### src/rtl/seg_scan_driver.sv
// rtl/seg_scan_driver.sv - multiplexed digit scan driver feeding a 7-segment decoder (optional dimming via SEG_SCAN_DIM_EN)
module seg_scan_driver #(
    parameter int NDIG = 4,
    parameter int DIV  = 50000
) (
    input  logic              clk,
    input  logic              rst,
    input  logic [4*NDIG-1:0] digits,
    input  logic              load,
    input  logic              hexmode,
    input  logic              blank_en,
`ifdef SEG_SCAN_DIM_EN
    input  logic [1:0]        bright,
`endif
    output logic [3:0]        data,
    output logic [1:0]        mode,
    output logic              en,
    output logic [NDIG-1:0]   dig_sel,
    output logic              frame
);

    localparam int PW = $clog2(DIV);
    localparam int IW = $clog2(NDIG);

    logic [PW-1:0]     presc;
    logic [PW-1:0]     presc_nxt;
    logic [IW-1:0]     idx;
    logic [IW-1:0]     idx_nxt;
    logic              tc;
    logic              wrap;
    logic [4*NDIG-1:0] hold;
    logic [4*NDIG-1:0] shadow;
    logic [4*NDIG-1:0] shadow_nxt;
    logic              pending;
    logic              blank;
    logic              nonzero;
    logic [3:0]        digit_nxt;
    logic [NDIG-1:0]   sel_nxt;

`ifdef SEG_SCAN_DIM_EN
    logic run;
    logic lit;
    int   thr;
`endif

    // Slot timing, next-frame buffer selection and blanking for the slot about to be shown.
    always_comb begin
        tc         = (presc == PW'(DIV - 1));
        presc_nxt  = tc ? '0 : presc + 1'b1;
        wrap       = tc && (idx == IW'(NDIG - 1));
        idx_nxt    = idx;
        shadow_nxt = shadow;
        if (tc) begin
            idx_nxt = wrap ? '0 : idx + 1'b1;
        end
        // A load landing on the wrap cycle takes priority over an older pending value.
        if (wrap) begin
            if (load) begin
                shadow_nxt = digits;
            end else if (pending) begin
                shadow_nxt = hold;
            end
        end
        digit_nxt = shadow_nxt[4*idx_nxt +: 4];
        sel_nxt   = ~(NDIG'(1) << idx_nxt);
        // A digit is a leading zero when it and every more significant digit are zero.
        nonzero   = 1'b0;
        for (int j = 0; j < NDIG; j++) begin
            if (j >= int'(idx_nxt) && shadow_nxt[4*j +: 4] != 4'd0) begin
                nonzero = 1'b1;
            end
        end
        blank = blank_en && (idx_nxt != '0) && !nonzero;
`ifdef SEG_SCAN_DIM_EN
        thr = ((int'(bright) + 1) * DIV) / 4;
        lit = (int'(presc_nxt) < thr);
`endif
    end

    // Prescaler, scan index and the hold/shadow double buffer.
    always_ff @(posedge clk or posedge rst) begin
        if (rst) begin
            presc   <= '0;
            idx     <= '0;
            hold    <= '0;
            pending <= 1'b0;
            shadow  <= '0;
        end else begin
            presc  <= presc_nxt;
            idx    <= idx_nxt;
            shadow <= shadow_nxt;
            if (load) begin
                hold    <= digits;
                pending <= 1'b1;
            end
            if (wrap) begin
                pending <= 1'b0;
            end
        end
    end

    // Registered decoder-facing outputs; slot outputs move on the same edge as idx.
    always_ff @(posedge clk or posedge rst) begin
        if (rst) begin
            data    <= 4'd0;
            mode    <= 2'b01;
            en      <= 1'b0;
            dig_sel <= '1;
            frame   <= 1'b0;
`ifdef SEG_SCAN_DIM_EN
            run     <= 1'b0;
`endif
        end else begin
            mode  <= hexmode ? 2'b11 : 2'b01;
            frame <= wrap;
            if (tc) begin
                data    <= digit_nxt;
                dig_sel <= sel_nxt;
            end
`ifdef SEG_SCAN_DIM_EN
            // Duty gating is re-evaluated every cycle once scanning has started.
            if (tc) begin
                run <= 1'b1;
            end
            en <= (run || tc) && !blank && lit;
`else
            if (tc) begin
                en <= !blank;
            end
`endif
        end
    end

endmodule
### config.mk
export PLATFORM = sky130hd
export DESIGN_NAME = seg_scan_driver
export DESIGN_NICKNAME = d
export VERILOG_FILES = /design/src/rtl/seg_scan_driver.sv
export SDC_FILE = /design/constraint.sdc
export NUM_CORES = 1
export LEC_CHECK = 0
export ABC_CLOCK_PERIOD_IN_PS = 4000
export CAP_MARGIN = 20
export CORE_MARGIN = 1
export CORE_UTILIZATION = 45
export CTS_BUF_LIST = sky130_fd_sc_hd__clkbuf_8
export DETAILED_ROUTE_END_ITERATION = 6
export GPL_TIMING_DRIVEN = 0
export HOLD_SLACK_MARGIN = 0.03
export PLACE_DENSITY = 0.77
export SETUP_SLACK_MARGIN = 0.02
export SYNTH_ARGS = -nofsm -noshare
export SYNTH_HDL_FRONTEND = slang
export SYNTH_SLANG_ARGS = --single-unit
### constraint.sdc
create_clock -name clk -period 4 [get_ports clk]
set_input_delay 0.4 -clock clk [delete_from_list [all_inputs] [get_ports clk]]
set_output_delay 0.4 -clock clk [all_outputs]
set_load 0.01 [all_outputs]
==> results by stage, run 1 <==
Global route:
- The first global-routing pass estimated 10600 um of wire.
- Across every metal layer, demand over resource in global routing totals 0.215.
- The sum of overflow across all layers after global routing is 0.
- The pin count of the biggest net entering global routing is 43.
- The highest-utilization routing layer at the global route stage is met2.
- The met2 usage in global routing is 0.321.
- The number of antenna violations at the first check in global routing is 0.
- The met3 track demand over resource is 0.0484.
- In the global route stage, met1 resource usage came out at 0.290.
- The number of global-route vias before repair is 2205.

Clocking:
- The worst-skew pair later-pin latency is 0.35 ns.
- The TritonCTS clock tree is done.
- Buffers inserted to repair hold after CTS numbered 0.
- The post-CTS setup-driven buffer insertion count is 0.
- The tree is rooted in a clkbuf_8.
- The post-cts resize count is 0.
- Clock-pin slew was measured on the worst setup and hold paths at 0.07 ns.
- The buffer levels on the longest clock path is 2.
- The clock net sink count is 62.
- The maximum level of the CTS H-tree is 3.
- The number of buffers added by the clock tree synthesis step is 9.

Place:
- The number of port buffers is 30.
- Before CTS, the worst setup slack after placement is 0.896 ns.
- After legalization and detailed placement, the total HPWL measured 4420 um.
- The placer's final routability congestion estimate is 0.865.
- In this run, placement finished with an instance count of 390.

Critical path:
- STA puts the critical path data arrival time at 3.35 ns.
- Among cell families on the critical path, the largest total delay comes from simple AND/OR/NAND/NOR gates.
- Of all nets on the critical path, the largest fanout is 8.
- The required time of the critical path is 4.23 ns.
- The largest individual stage delay along the critical path comes from the cell or4_1.
- The startpoint identified for the worst register-to-register timing path is presc[5].
- The number of cells traversed by the worst register-to-register path is 10.
- The signal on the critical path passes through or4b_1 > buf_2 > or4_1 > buf_6 > clkinv_4 > nand2_2 > o22ai_1 > a21oi_2 > mux4_2 > mux2_2.
- For this run, the slowest stage of the critical path takes 0.54 ns.
- The path type of the worst setup path is flop to flop.
- The sort of element at the end of the critical path is a flop.
- The buffer and inverter count on the worst path is 3.
- The critical register-to-register path endpoint is data[1].
- The kind of launch point of the worst setup path is a flop.
- In this run the register-to-register setup slack is 0.87 ns.

Timing:
- The max-slew violation count is 0.
- Clock skew on the completed layout was measured at 0.0123 ns.
- The final-report hold violation count came to 0.
- The transition at the pin with the smallest max-transition slack is 0.845 ns.
- The highest clock frequency the design can meet is 0.320 GHz.
- In the finished design, the share of the clock period the worst path needs comes to 0.782.
- The clock period minus final worst setup slack is 3.13 ns.
- The final worst-path setup slack is 0.872 ns.
- Setup repair after global routing left no endpoint under its margin.
- Measured against its own limit, the worst slew margin works out to 0.431.
- Summed over all failing endpoints, the final setup total negative slack is 0 ns.
- The number of endpoints failing setup at the final stage is 0.

Run:
- The max-cap check violation count is 0.

Die:
- The height of the die is 82.6 um.
- In this run the core area contains 29 standard-cell rows.
- The die area is 6830 um2.
- The horizontal die dimension is 82.6 um.
- The total area inside the core boundary comes to 6310 um2.
- The number of I/O pins is 33.
- The starting density of the core is 0.463.

Power and ir drop:
- The design internal power is 0.979 mW.
- The share of total power dissipated in sequential elements is 0.512.
- Across the VDD grid, the largest voltage drop is 0.203 mV.
- The net switching power of the design is 0.292 mW.
- The total power is 1.27 mW.
- The analysis attributes to cell leakage a power of 1.53 nW.
- The combinational cell fraction of total power is 0.054.
- The power density normalized to cell area is 359 nW/um2.
- Of the total power, the share spent switching nets is 0.230.
- The share of total power dissipated in the clock network is 0.433.

Layout:
- The number of nets in the layout is 347.
- Measured on the finished design, the core utilization comes to 0.561.
- Relative to the synthesized area, the layout overhead comes to 21.0%.
- Of the cells placed in the final design, the portion with a size suffix greater than 1 is 0.155.
- The filler-free cell count of the finished design is 406.
- The number of antenna diodes in the final layout is 0.

Route:
- The total iterations of the first detailed-routing run is 4.
- The DRC marker count from the first detailed-route iteration is 168.
- The number of routed nets with antenna violations is 0.
- For this block, the routed nets add up to 6250 um of wire.
- The detailed-route via count is 2255.
- The average wire per standard cell is 15.4 um.
- The number of vias per cell is 5.55.
- In the routed design, unresolved DRC markers number 0.

Synth:
- The post-synthesis instance area is 2930 um2.
- The net count after synthesis is 305.
- By area the synthesized netlist is led by dfrtp_1 (50%), mux2_2 (4.2%), nand2_1 (3.7%).
- The number of enable flip-flop cells after synthesis is 0.
- The fraction of the yosys area taken by sequential cells is 0.532.
- After synthesis, the share of flip-flops with an asynchronous set or reset is 1.00.
- For this run, the number of Yosys warnings is 0.
- The leading register cell type out of synthesis is dfrtp_1.
- The area share of the largest cell type after synthesis is 0.496.
- The synthesized netlist contains 46 unique library cells.
- The synthesized netlist cell count is 282.
- Averaged over all synthesized cells, the footprint is 10.4 um2.
- dfrtp_1 is the most common cell in the netlist.
- The count of state elements after synthesis is 62.
- Counting instances in the post-synthesis netlist gives the leading cell types as dfrtp_1 (58), nand2_1 (29), nor2_1 (29).
- The synthesized design spends more area on one cell type than any other, namely dfrtp_1.

Min path:
- The type of the tightest min-delay check is input pin to asynchronous set/reset pin.

Status:
- The flow ran to the end, and the final reports show no timing, DRC or antenna violations.
## cells by family (layout without fill, tap and decap cells)
family	after synthesis	count (layout)	share of synthesized area
buf+inv	33	80	0.0518
flops	62	62	0.532
simple gates	92	92	0.150
mux	18	18	0.0749
other cells	1	1	0.00128
compound gates	62	62	0.145
fa+ha+maj	2	2	0.00855
xor+xnor	12	12	0.0359
## power by group through the flow
stage	clock, mW	sequential [mW]	combinational [mW]
finish	0.550	0.651	0.0692
global route	0.584	0.652	0.0784
CTS	0.555	0.650	0.0707
detailed placement	0	0.662	0.0703
global placement	0	0.661	0.0665
floorplan	0	0.660	0.0356
## worst max path at each step
stage / start / to / slack, ns / cells after the start
final: presc[5] / data[1] / 0.87 / 10
after global routing: presc[5] / data[3] / 0.74 / 8
after CTS: presc[7] / data[1] / 0.88 / 10
after detailed placement: presc[5] / data[1] / 0.90 / 10
after global placement: presc[7] / data[1] / 0.91 / 10
after floorplan: presc[7] / data[1] / 1.12 / 10
## cell type report
cell class / count / area, um2
Sequential cell: 62 / 1560
Timing Repair Buffer: 31 / 320
Inverter: 18 / 72.6
Multi-Input combinational cell: 187 / 1220
Clock inverter: 6 / 61.3
Fill cell: 552 / 2770
Tap cell: 77 / 96.3
Clock buffer: 10 / 138
Buffer: 15 / 78.8
## state kept, by name (all words and copies together), names as in the netlist
signal	flops
hold	16
shadow	16
idx	2
data	4
frame	1
mode	1
pending	1
dig_sel	4
presc	16
en	1
## metrics by stage
| stage | instance area (um2) | hold slack, ns |
|---|---|---|
| finish | 3540 | 0.392 |
| global route | 3540 | 0.443 |
| CTS | 3540 | 0.414 |
| detailed placement | 3340 | 0.480 |
| global placement | 3320 | 0.473 |
| floorplan | 2930 | 0.431 |
## worst reg2reg max path, cell delays in order (launching register included)
cell	delay, ns
dfrtp_1	0.42
or4b_1	0.51
buf_2	0.17
or4_1	0.54
buf_6	0.16
clkinv_4	0.08
nand2_2	0.08
o22ai_1	0.17
a21oi_2	0.08
mux4_2	0.51
mux2_2	0.28
## per-layer routing
metal / up-vias / routed length (um)
met2: 66 / 2830
li1: 1086 / -
met4: 0 / 170
met1: 1087 / 2930
met3: 16 / 312
met5: - / 0
## placed cells by master, fill, tap and decap left out, types with 3 or more instances in the layout
cell type / synthesis / routed
dfrtp_1: 58 / 58
and3_1: 5 / 5
a32oi_1: 9 / 9
o22ai_1: 5 / 5
mux2i_1: 5 / 5
a21oi_1: 9 / 9
o41ai_1: 3 / 3
clkbuf_8: 0 / 10
xnor2_1: 5 / 5
nand2_1: 29 / 29
mux2_2: 11 / 11
o21ai_0: 15 / 15
nor2_1: 29 / 29
xor2_1: 7 / 7
nand3_1: 7 / 7
o211ai_1: 6 / 6
dfstp_2: 4 / 4
nor4_1: 4 / 4
clkinv_2: 0 / 3
inv_1: 17 / 16
a31oi_1: 5 / 5
clkbuf_1: 8 / 8
clkdlybuf4s50_1: 0 / 30
buf_2: 3 / 3
Power figures use the tool's default switching activity.
==> inputs of run 2 (changes only) <==
- ABC_CLOCK_PERIOD_IN_PS: 4000 -> 2700
- PLACE_DENSITY: 0.77 -> 0.8
- clock period: 4 -> 2.7 ns (I/O delays scaled with it)
==> run 2 against run 1 <==
The run now ends with setup timing left. Wire length is 17% higher. Clock power is 53% higher. Register-to-register slack worse by 1.0 ns. Final cell count is 4.7% higher. Combinational power is 59% higher. Hold slack worse by 0.095 ns. Critical path depth is 1 lower. Flip-flop and latch count stayed put. Sequential share of layout area is 3.8 points lower. Die area stayed put. Highest routed layer unchanged.
==> results by stage, run 2 (synthesis gave the netlist of run 1 again) <==
Status:
- The run finished, with violations left.
- The final reports fail on setup timing.

Power and ir drop:
- The maximum vdd ir drop is 0.295 mV (+46%).
- The power density normalized to cell area came to 493 nW/um2 (+38%).
- The reported leakage power is 1.72 nW (+12%).

Route:
- The number of routed nets with antenna violations is 0 (unchanged).
- The DRC marker count from the first detailed-route iteration came to 146 (-13%).
- The total DRC errors in the routed layout is 0 (unchanged).
- The wire length after detailed routing is 7330 um (+17%).
- The number of vias per cell is 5.75 (+3.5%).
- The total iterations of the first detailed-routing run was 4 (unchanged).
- The average wire per standard cell came to 17.2 um (+12%).
- The detailed-route via count is 2442 (+8.3%).

Layout:
- The fill cell instance count of the final layout is 485 (-12%).
- The synthesis-to-layout area growth is 32.6%.
- In the final layout, the registers with the most flip-flops are hold x16, presc x16, shadow x16.
- The number of antenna cells inserted was 0 (unchanged).
- The filler-free cell count of the finished design is 425 (+4.7%).
- Leaving out fill and tap cells, the most frequent cell in the layout is dfrtp_1.
- The fraction of final layout cells sized beyond drive strength 1 is 0.250 (+0.0950).
- The number of nets in the layout came to 366 (+5.5%).
- In the layout the commonest cells are dfrtp_1 (58), clkdlybuf4s50_1 (30), nand2_1 (28), nor2_1 (28), buf_4 (21).
- The storage element area is 1560 um2 (unchanged).
- The end-of-flow core utilization is 0.615 (+0.0537).
- The finished layout cell area is 3880 um2 (+9.6%).
- The combined area of the multi-input logic cells is 1360 um2 (+12%).

Critical path:
- The required time of the critical path is 2.93 ns (-1.30 ns).
- The number of cells traversed by the worst register-to-register path is 9 (-1).
- STA classifies the critical path endpoint as a flop.
- The critical register-to-register path endpoint is data[1].
- The launch instance of the worst register-to-register path is presc[11].
- The arrival time at the worst endpoint came to 3.05 ns (-0.30 ns).
- The maximum net fanout on the critical path was 8 (unchanged).
- The kind of launch point of the worst setup path is a flop.
- The slack of the worst reg-to-reg path is -0.12 ns (-1.00 ns).
- The path type of the worst setup path is flop to flop.

Global route:
- The total global-route track usage is 0.241 (+0.0265).
- The first-pass GRT wire length is 11900 um (+12%).
- The number of antenna violations at the first check in global routing is 0 (unchanged).
- The sum of overflow across all layers after global routing was 0 (unchanged).
- The number of global-route vias before repair is 2454 (+11%).
- The pin count of the biggest net entering global routing is 36 (-16%).

Timing:
- The final cycle utilization of the critical path is 1.05 (+0.264).
- Setup repair after global routing could not meet its margin everywhere.
- The final setup TNS is -0.326 ns (-0.326 ns).
- The highest clock frequency the design can meet came to 0.354 GHz (+11%).
- The worst hold slack after final layout is 0.297 ns (-0.0950 ns).
- The max-slew violation count is 0 (unchanged).
- The transition at the pin with the smallest max-transition slack is 0.660 ns (-0.185 ns).
- The final setup skew was 0.00916 ns (-0.00312 ns).
- The remaining max-slew budget at the tightest pin came to 0.558 (+0.127).
- The final-report hold violation count is 0 (unchanged).
- The number of endpoints failing setup at the final stage is 3 (+3).
- The clock period minus final worst setup slack is 2.82 ns (-0.303 ns).
- The final worst-path setup slack is -0.125 ns (-0.997 ns).

Place:
- The placer's final routability congestion estimate is 0.834 (-3.6%).
- The detailed placer's ending HPWL is 4560 um (+3.2%).
- The placed standard-cell area is 3390 um2 (+1.5%).
- The number of placed instances with taps included is 390 (unchanged).
- The number of port buffers was 30 (unchanged).

Clocking:
- The root buffer selected by CTS is clkbuf_8.
- The clock net sink count is 62 (unchanged).
- The worst-skew pair later-pin latency is 0.34 ns (about the same).
- TritonCTS built the clock tree.
- The maximum level of the CTS H-tree is 3 (unchanged).
- The number of buffers added by the clock tree synthesis step is 9 (unchanged).
- The clock-pin slew on the worst setup and hold paths came to 0.07 ns (about the same).
- The buffer levels on the longest clock path is 2 (unchanged).

Die:
- The number of I/O pins is 33 (unchanged).
- The height of the die is 82.6 um (unchanged).
- The core box area came to 6310 um2 (unchanged).
- The die area is 6830 um2 (unchanged).
- The starting density of the core is 0.463 (unchanged).
- The total number of placement rows is 29 (unchanged).
- The horizontal die dimension is 82.6 um (unchanged).

Min path:
- For hold timing, the worst endpoint is hold[10].
- The start point of the worst min-delay path is load.
- The path class of the tightest hold or removal check is input pin to flop.
- Counting instances, the worst hold path has a depth of 3.

Run:
- The max-cap check violation count is 0 (unchanged).
==> run 2: cell count changes in the layout (fill, tap and decap cells not counted), sizes merged <==
cell,previous run,this run
buf,8,28
clkinv,5,4
clkinvlp,1,0
inv,17,18
==> run 2: per-stage QoR <==
step / power [mW] / worst slack (ns)
after floorplan: 1.03 / -0.0724
after global placement: 1.08 / -0.346
after detailed placement: 1.09 / -0.396
after CTS: 1.90 / -0.161
after global routing: 1.97 / -0.169
final: 1.91 / -0.125
==> run 2: critical path, stage by stage (launching register included) <==
cell and delay [ns]:
dfrtp_1 0.38, or4b_4 0.55, or4_4 0.51, buf_12 0.17
clkinv_8 0.06, nand2_4 0.06, o22ai_2 0.12, a21oi_2 0.09
mux4_2 0.50, mux2_4 0.27
==> run 2: worst max-delay path by stage <==
stage                     slack, ns  depth (start not counted)      end  startpoint
after global placement        -0.35                          9       en   presc[11]
after floorplan               -0.07                          9  data[2]   presc[11]
final                         -0.12                          9  data[1]   presc[11]
after CTS                     -0.16                         11       en   presc[13]
after detailed placement      -0.40                          8       en    presc[5]
after global routing          -0.17                          8  data[2]   presc[11]
==> run 2: power breakdown <==
| group | internal (mW) | switching, mW |
|---|---|---|
| combinational | 0.0507 | 0.0590 |
| clock | 0.469 | 0.371 |
| sequential | 0.953 | 0.0125 |
| total | 1.47 | 0.442 |
==> run 2: cell type report <==
class,count,area share
Sequential cell,62,0.401
Multi-Input combinational cell,187,0.352
Timing Repair Buffer,52,0.126
Clock buffer,11,0.0390
Tap cell,77,0.0248
Buffer,13,0.0239
Inverter,18,0.0206
Clock inverter,5,0.0126
==> run 2: layer usage <==
layer  track usage  wire length (um)  up-vias
li1              -                 -     1124
met1         0.315              3100     1190
met2         0.374              3480      101
met3        0.0538               464       27
met4         0.129               287        0
met5             0                 0        -
==> run 2: timing repair <==
item                       4_1_cts  5_1_grt
buffers inserted                16        5
hold buffers                     0        0
resized for setup               20       10
setup endpoints to repair        6        5
pin swaps                       10        9
